File: src/rtl/fetch_pc_redirect_if.sv
// Fetch PC generator bus: predictor/EX control in, fetch PC and slot state out.
// Optional performance counters present when PERF_COUNTERS_EN is defined.
interface fetch_pc_redirect_if #(
  parameter int DEPTH = 3
);
  logic              stall;
  logic              pred_hit;
  logic [31:0]       pred_pc;
  logic              mispredict;
  logic [31:0]       redirect_pc;
  logic [31:0]       PC_in;
  logic              fetch_valid;
  logic [DEPTH-1:0]  slot_valid;
  logic              flush;
`ifdef PERF_COUNTERS_EN
  logic [31:0]       fetch_cnt;
  logic [31:0]       redirect_cnt;

  modport master (
    output stall, pred_hit, pred_pc, mispredict, redirect_pc,
    input  PC_in, fetch_valid, slot_valid, flush, fetch_cnt, redirect_cnt
  );
  modport slave (
    input  stall, pred_hit, pred_pc, mispredict, redirect_pc,
    output PC_in, fetch_valid, slot_valid, flush, fetch_cnt, redirect_cnt
  );
`else
  modport master (
    output stall, pred_hit, pred_pc, mispredict, redirect_pc,
    input  PC_in, fetch_valid, slot_valid, flush
  );
  modport slave (
    input  stall, pred_hit, pred_pc, mispredict, redirect_pc,
    output PC_in, fetch_valid, slot_valid, flush
  );
`endif
endinterface

File: src/rtl/fetch_pc_redirect.sv
// Fetch-stage PC generator upstream of the branch predictor.
// Next PC: mispredict redirect > stall hold > predictor target > PC+4.
// vld_pipe tracks in-flight fetch slots ([0]=IF .. [DEPTH-1]=EX); a redirect
// squashes the youngest FLUSH_SLOTS slots and pulses flush for one cycle.
// Optional: PERF_COUNTERS_EN adds saturating fetch/redirect counters.
// DEPTH range 2..8, 1 <= FLUSH_SLOTS <= DEPTH.
module fetch_pc_redirect #(
  parameter logic [31:0] RESET_PC    = 32'h0000_0000,
  parameter int          DEPTH       = 3,
  parameter int          FLUSH_SLOTS = 2
) (
  input  logic               clk,
  input  logic               rst,
  fetch_pc_redirect_if.slave bus
);
  localparam int STAGES = DEPTH - 1;
  localparam int unsigned LOW_BITS = (1 << FLUSH_SLOTS) - 1;
  localparam logic [STAGES:0] KEEP_MASK = ~DEPTH'(LOW_BITS);

  typedef enum logic [1:0] {BOOT, RUN, REDIRECT} state_t;

  state_t          state;
  logic [31:0]     pc_q;
  logic            fv_q;
  logic            flush_q;
  logic [STAGES:0] vld_pipe;
  logic [STAGES:0] vld_shift;

  // Age every slot by one; the current fetch enters at IF.
  assign vld_shift = {vld_pipe[STAGES-1:0], fv_q};

  // PC / slot / state sequencing; REDIRECT steers exactly like RUN and only
  // differs in returning to RUN.
  always_ff @(posedge clk or negedge rst) begin
    if (!rst) begin
      state    <= BOOT;
      pc_q     <= RESET_PC;
      fv_q     <= 1'b0;
      flush_q  <= 1'b0;
      vld_pipe <= '0;
    end else begin
      flush_q <= 1'b0;
      case (state)
        BOOT: begin
          state    <= RUN;
          fv_q     <= 1'b1;
          vld_pipe <= vld_shift;
        end
        default: begin
          if (bus.mispredict) begin
            // stall is ignored: the redirect always wins
            state    <= REDIRECT;
            pc_q     <= {bus.redirect_pc[31:2], 2'b00};
            flush_q  <= 1'b1;
            vld_pipe <= vld_shift & KEEP_MASK;
          end else begin
            state <= RUN;
            if (!bus.stall) begin
              pc_q     <= bus.pred_hit ? bus.pred_pc : pc_q + 32'd4;
              vld_pipe <= vld_shift;
            end
          end
        end
      endcase
    end
  end

  assign bus.PC_in       = pc_q;
  assign bus.fetch_valid = fv_q;
  assign bus.slot_valid  = vld_pipe;
  assign bus.flush       = flush_q;

`ifdef PERF_COUNTERS_EN
  logic [31:0] fcnt_q;
  logic [31:0] rcnt_q;

  // Saturating counts of live non-stalled fetches and accepted redirects.
  always_ff @(posedge clk or negedge rst) begin
    if (!rst) begin
      fcnt_q <= '0;
      rcnt_q <= '0;
    end else begin
      if (fv_q && !bus.stall && fcnt_q != 32'hFFFF_FFFF) fcnt_q <= fcnt_q + 32'd1;
      if (fv_q && bus.mispredict && rcnt_q != 32'hFFFF_FFFF) rcnt_q <= rcnt_q + 32'd1;
    end
  end

  assign bus.fetch_cnt    = fcnt_q;
  assign bus.redirect_cnt = rcnt_q;
`endif
endmodule
File: src/flat_wrapper.sv
// flat-port wrapper written by rule: the top's interface ports become plain ports
module fetch_pc_redirect_flat 
#(
  parameter logic [31:0] RESET_PC    = 32'h0000_0000,
  parameter int          DEPTH       = 3,
  parameter int          FLUSH_SLOTS = 2
)
  (clk, rst, bus_stall, bus_pred_hit, bus_pred_pc, bus_mispredict, bus_redirect_pc, bus_PC_in, bus_fetch_valid, bus_slot_valid, bus_flush);
  fetch_pc_redirect_if #(.DEPTH(DEPTH)) bus_i ();
  input  logic clk;
  input  logic rst;
  input wire logic [$bits(bus_i.stall)-1:0] bus_stall;
  input wire logic [$bits(bus_i.pred_hit)-1:0] bus_pred_hit;
  input wire logic [$bits(bus_i.pred_pc)-1:0] bus_pred_pc;
  input wire logic [$bits(bus_i.mispredict)-1:0] bus_mispredict;
  input wire logic [$bits(bus_i.redirect_pc)-1:0] bus_redirect_pc;
  output wire logic [$bits(bus_i.PC_in)-1:0] bus_PC_in;
  output wire logic [$bits(bus_i.fetch_valid)-1:0] bus_fetch_valid;
  output wire logic [$bits(bus_i.slot_valid)-1:0] bus_slot_valid;
  output wire logic [$bits(bus_i.flush)-1:0] bus_flush;
  assign bus_i.stall = bus_stall;
  assign bus_i.pred_hit = bus_pred_hit;
  assign bus_i.pred_pc = bus_pred_pc;
  assign bus_i.mispredict = bus_mispredict;
  assign bus_i.redirect_pc = bus_redirect_pc;
  assign bus_PC_in = bus_i.PC_in;
  assign bus_fetch_valid = bus_i.fetch_valid;
  assign bus_slot_valid = bus_i.slot_valid;
  assign bus_flush = bus_i.flush;
  fetch_pc_redirect #(.RESET_PC(RESET_PC), .DEPTH(DEPTH), .FLUSH_SLOTS(FLUSH_SLOTS)) u_core (.clk(clk), .rst(rst), .bus(bus_i));
endmodule
File: config.mk
export PLATFORM = sky130hd
export DESIGN_NAME = fetch_pc_redirect_flat
export DESIGN_NICKNAME = d
export VERILOG_FILES = /design/src/rtl/fetch_pc_redirect_if.sv /design/src/rtl/fetch_pc_redirect.sv /design/src/flat_wrapper.sv
export SDC_FILE = /design/constraint.sdc
export NUM_CORES = 1
export LEC_CHECK = 0
export BUFFER_PORTS_ARGS = -buffer_cell sky130_fd_sc_hd__buf_4
export CAP_MARGIN = 20
export CORE_AREA = 2 2 90 92
export DETAILED_ROUTE_END_ITERATION = 7
export DIE_AREA = 0 0 92 94
export GPL_TIMING_DRIVEN = 0
export SETUP_SLACK_MARGIN = 0.2
export SLEW_MARGIN = 20
export SYNTH_ARGS = -nofsm -noshare
export SYNTH_HDL_FRONTEND = slang
export SYNTH_SLANG_ARGS = --single-unit
File: constraint.sdc
create_clock -name clk -period 2.2 [get_ports clk]
set_input_delay 0.33 -clock clk [delete_from_list [all_inputs] [get_ports clk]]
set_output_delay 0.33 -clock clk [all_outputs]
set_load 0.005 [all_outputs]
==> key figures <==
Outcome
  • Outcome: finished, final reports clean

Synth
  • Async S/R FF share, synth: 100%
  • Post-synth top flop: dfrtp_1
  • Warnings, synthesis: 0
  • Seq/Total Area, Yosys: a little over a third
  • Seq cells post-synth: 38
  • Top cells by area, synth: dfrtp_1 (37%), o21ai_0 (8.7%), a22oi_1 (3.5%)
  • Post-synth top area share: 36.6%
  • Post-Synth Adder-Cell Area: less than 1%
  • Synth Net Count: between 300 and 400
  • Mapped Cells: about 300
  • Synth Area in XOR/XNOR: 0%
  • Commonest cells post-synth: o21ai_0 (45), dfrtp_1 (38), nand2_1 (24), nor2_1 (24), a21oi_1 (16)
  • Mean Syn Cell Area: about 8.6 um^2
  • Unique masters post-synth: 53
  • Largest family of logic cells by synthesized area: compound AO/OA/AOI/OAI gates
  • Synth Area in Simple Gates: approximately a quarter
  • Synth Area in Compound Gates: between 30% and 40%
  • Most instantiated library cell after synthesis: o21ai_0
  • Number of enable flip-flop cells after synthesis: 0
  • Post-Syn Area: 2600 um^2
  • Post-synthesis mux area share: around 1.2%
  • Cell taking the most area after synthesis: dfrtp_1

Power
  • Worst VDD drop: between 0.2 and 0.3 mV
  • P_leak: roughly 1.6 nW
  • Cell area power density: around 650 nW/um^2

Setup path
  • Required @ worst endpoint: between 2 and 2.5 ns
  • CP Buf/Inv Count: 0
  • Critical Path End Type: register
  • Crit-path cells: nand4_4 -> nor4_4 -> nand4_1 -> and3_1 -> or3_1
  • CP arrival: between 2 and 2.5 ns
  • R2r startpoint: u_core.bus.PC_in[13]
  • FF-to-FF path depth: 5
  • Setup CP Type: register to register
  • Max FO, Critical Path: 8
  • Reg2reg setup slack: between 0.2 and 0.3 ns
  • Crit start category: register
  • Slowest CP cell: dfrtp_2
  • Top delay family on crit path: simple AND/OR/NAND/NOR gates
  • CP peak stage delay: 0.47 ns
  • Worst flop-to-flop path endpoint: u_core.bus.PC_in[31]

GRT
  • Largest net degree at the start of global routing: 39
  • Total gr overflow: 0
  • First-pass GRT wire length: about 14 mm
  • Initial antenna violation count: 0
  • Global-route usage over all layers: 21.3%
  • Vias in the first global route: roughly 2700

Timing
  • Pins Over Slew Limit: 0
  • Final period utilization: just under 90%
  • Tmin final: roughly 1.9 ns
  • F_max: 0.526 GHz
  • Worst slew pin tran: 0.689 ns
  • Worst Skew: 0.00587 ns
  • Hold Violations, Final: 0
  • Setup WS post-layout: around 0.30 ns
  • Slew headroom: 54.0%
  • Endpoints failing setup: 0
  • Hold slack: 0.000118 ns
  • RSZ-0062 raised after global routing: yes

Clock tree
  • Clock sink total: 38
  • Clock transition at path regs: about 0.08 ns
  • Largest buffer count on any clock path: 2
  • CTS root buf: clkbuf_8
  • TritonCTS Buffers: 5
  • Hold Buf Count CTS: 0
  • CTS tree: done
  • Clk Latency, worst-skew pair: approximately 0.3 ns
  • Htree depth: 2

Layout
  • Layout fillers: ~770
  • Layout Utilization: 48.7%
  • Layout cell share with drive strength beyond 1: 34.6%
  • ANT cells: 0
  • P&R area growth vs syn: 42.8%
  • Reg area: 957 um^2
  • Multi-input gate area: 1550 um^2
  • Final #Nets: 488

Drt
  • TritonRoute pass-1 iters: 5
  • Routed WL: between 9 and 10 mm
  • Routed Antenna Nets: 0
  • Via density: approximately 5.7
  • Via count: about 3000
  • Drt wl/cell: roughly 18 um
  • 1st-iter DRT viols: between 150 and 200
  • DRC viols: 0

Min path
  • Hold Path Class: input port to async pin

Place
  • Port bufs: about 100
  • Dpl hpwl: ~6.8 mm
  • Setup slack at placement: -0.0154 ns
  • GP Congestion: between 0.8 and 0.9

Floorplan
  • Number of I/O pins: about 110
  • Die area: 8650 um^2
  • Initial Util: between 30% and 40%
  • Rows: 32
  • Die W: about 92 um
  • Core area: roughly 7600 um^2
  • Chip height: around 94 um

Flow run
  • Max-Cap Viols: 0
## worst max path at each step
stage / from / endpoint / slack (ns) / cells after the start
2_1_floorplan: u_core.bus.PC_in[2] / u_core.bus.PC_in[30] / 0.41 / 6
3_3_place_gp: u_core.bus.flush / u_core.bus.PC_in[27] / -0.02 / 5
3_5_place_dp: u_core.bus.flush / u_core.bus.PC_in[27] / -0.02 / 5
4_1_cts: u_core.bus.PC_in[12] / u_core.bus.PC_in[31] / 0.21 / 5
5_1_grt: u_core.bus.PC_in[2] / u_core.bus.PC_in[18] / 0.18 / 7
6_report: u_core.bus.PC_in[13] / u_core.bus.PC_in[31] / 0.30 / 5
## flip-flops by register name (all words and copies together) (netlist names)
signal / flops
u_core.bus.slot_valid: 3
u_core.bus.flush: 1
u_core.state: 1
u_core.bus.fetch_valid: 1
u_core.bus.PC_in: 32
## cells by family (layout without fill, tap and decap cells)
group	after synthesis	after routing
AO/OA/AOI/OAI	131	131
AND/OR/NAND/NOR	104	104
flip-flops	38	38
buffers and inverters	26	142
multiplexers	3	3
adder cells (fa/ha/maj)	1	1
## cells in the final DEF, fill, tap and decap left out, drive strengths merged, types with 2 or more instances in the layout
| cell type | count |
|---|---|
| a21oi | 16 |
| a221oi | 3 |
| a222oi | 3 |
| a22o | 6 |
| a22oi | 12 |
| a31oi | 12 |
| a41oi | 2 |
| and3 | 7 |
| buf | 113 |
| bufinv | 2 |
| clkbuf | 21 |
| dfrtp | 38 |
| inv | 6 |
| mux2i | 2 |
| nand2 | 24 |
| nand2b | 2 |
| nand3 | 7 |
| nand4 | 12 |
| nor2 | 25 |
| nor2b | 5 |
| nor3 | 6 |
| nor4 | 7 |
| o211ai | 2 |
| o21ai | 53 |
| o22ai | 2 |
| o2bb2ai | 4 |
| o31a | 8 |
| or2 | 3 |
| or3 | 4 |
## cell type report
class	instances	share of cell area (%)
flip-flops and latches	38	25.8
plain buffers	20	2.70
inverters	6	0.607
well taps	102	3.44
clock buffers	6	2.23
repair buffers	108	21.9
multi-input cells	239	41.7
clock inverters	2	1.62
## power breakdown
part / leakage, nW / internal [mW] / switching (mW) / total, mW
logic: 1.09 / 0.355 / 0.317 / 0.673
clock network: 0.0714 / 0.484 / 0.270 / 0.754
registers: 0.456 / 0.809 / 0.186 / 0.995
total: 1.62 / 1.65 / 0.773 / 2.42
## stage by stage
step	total power, mW	instances	TNS [ns]	area [um^2]
after floorplan	1.27	303	0	2600
after global placement	1.66	508	-0.0359	3500
after detailed placement	1.67	508	-0.0270	3500
after CTS	2.43	519	0	3670
after global routing	2.54	521	0	3710
final	2.42	521	0	3710
## what timing repair did
action / 4_1_cts / 5_1_grt
hold endpoints to repair: 0 / 0
resized for setup: 2 / 10
pin swaps: 1 / 2
setup buffers: 3 / 2
setup endpoints to repair: 18 / 22
## layer usage
metal	wire, um	GRT usage [%]
met1	4120	28.5
met2	4400	34.8
met3	687	5.06
met4	93	5.35
met5	0	0
(Power assumes the default switching activity.)
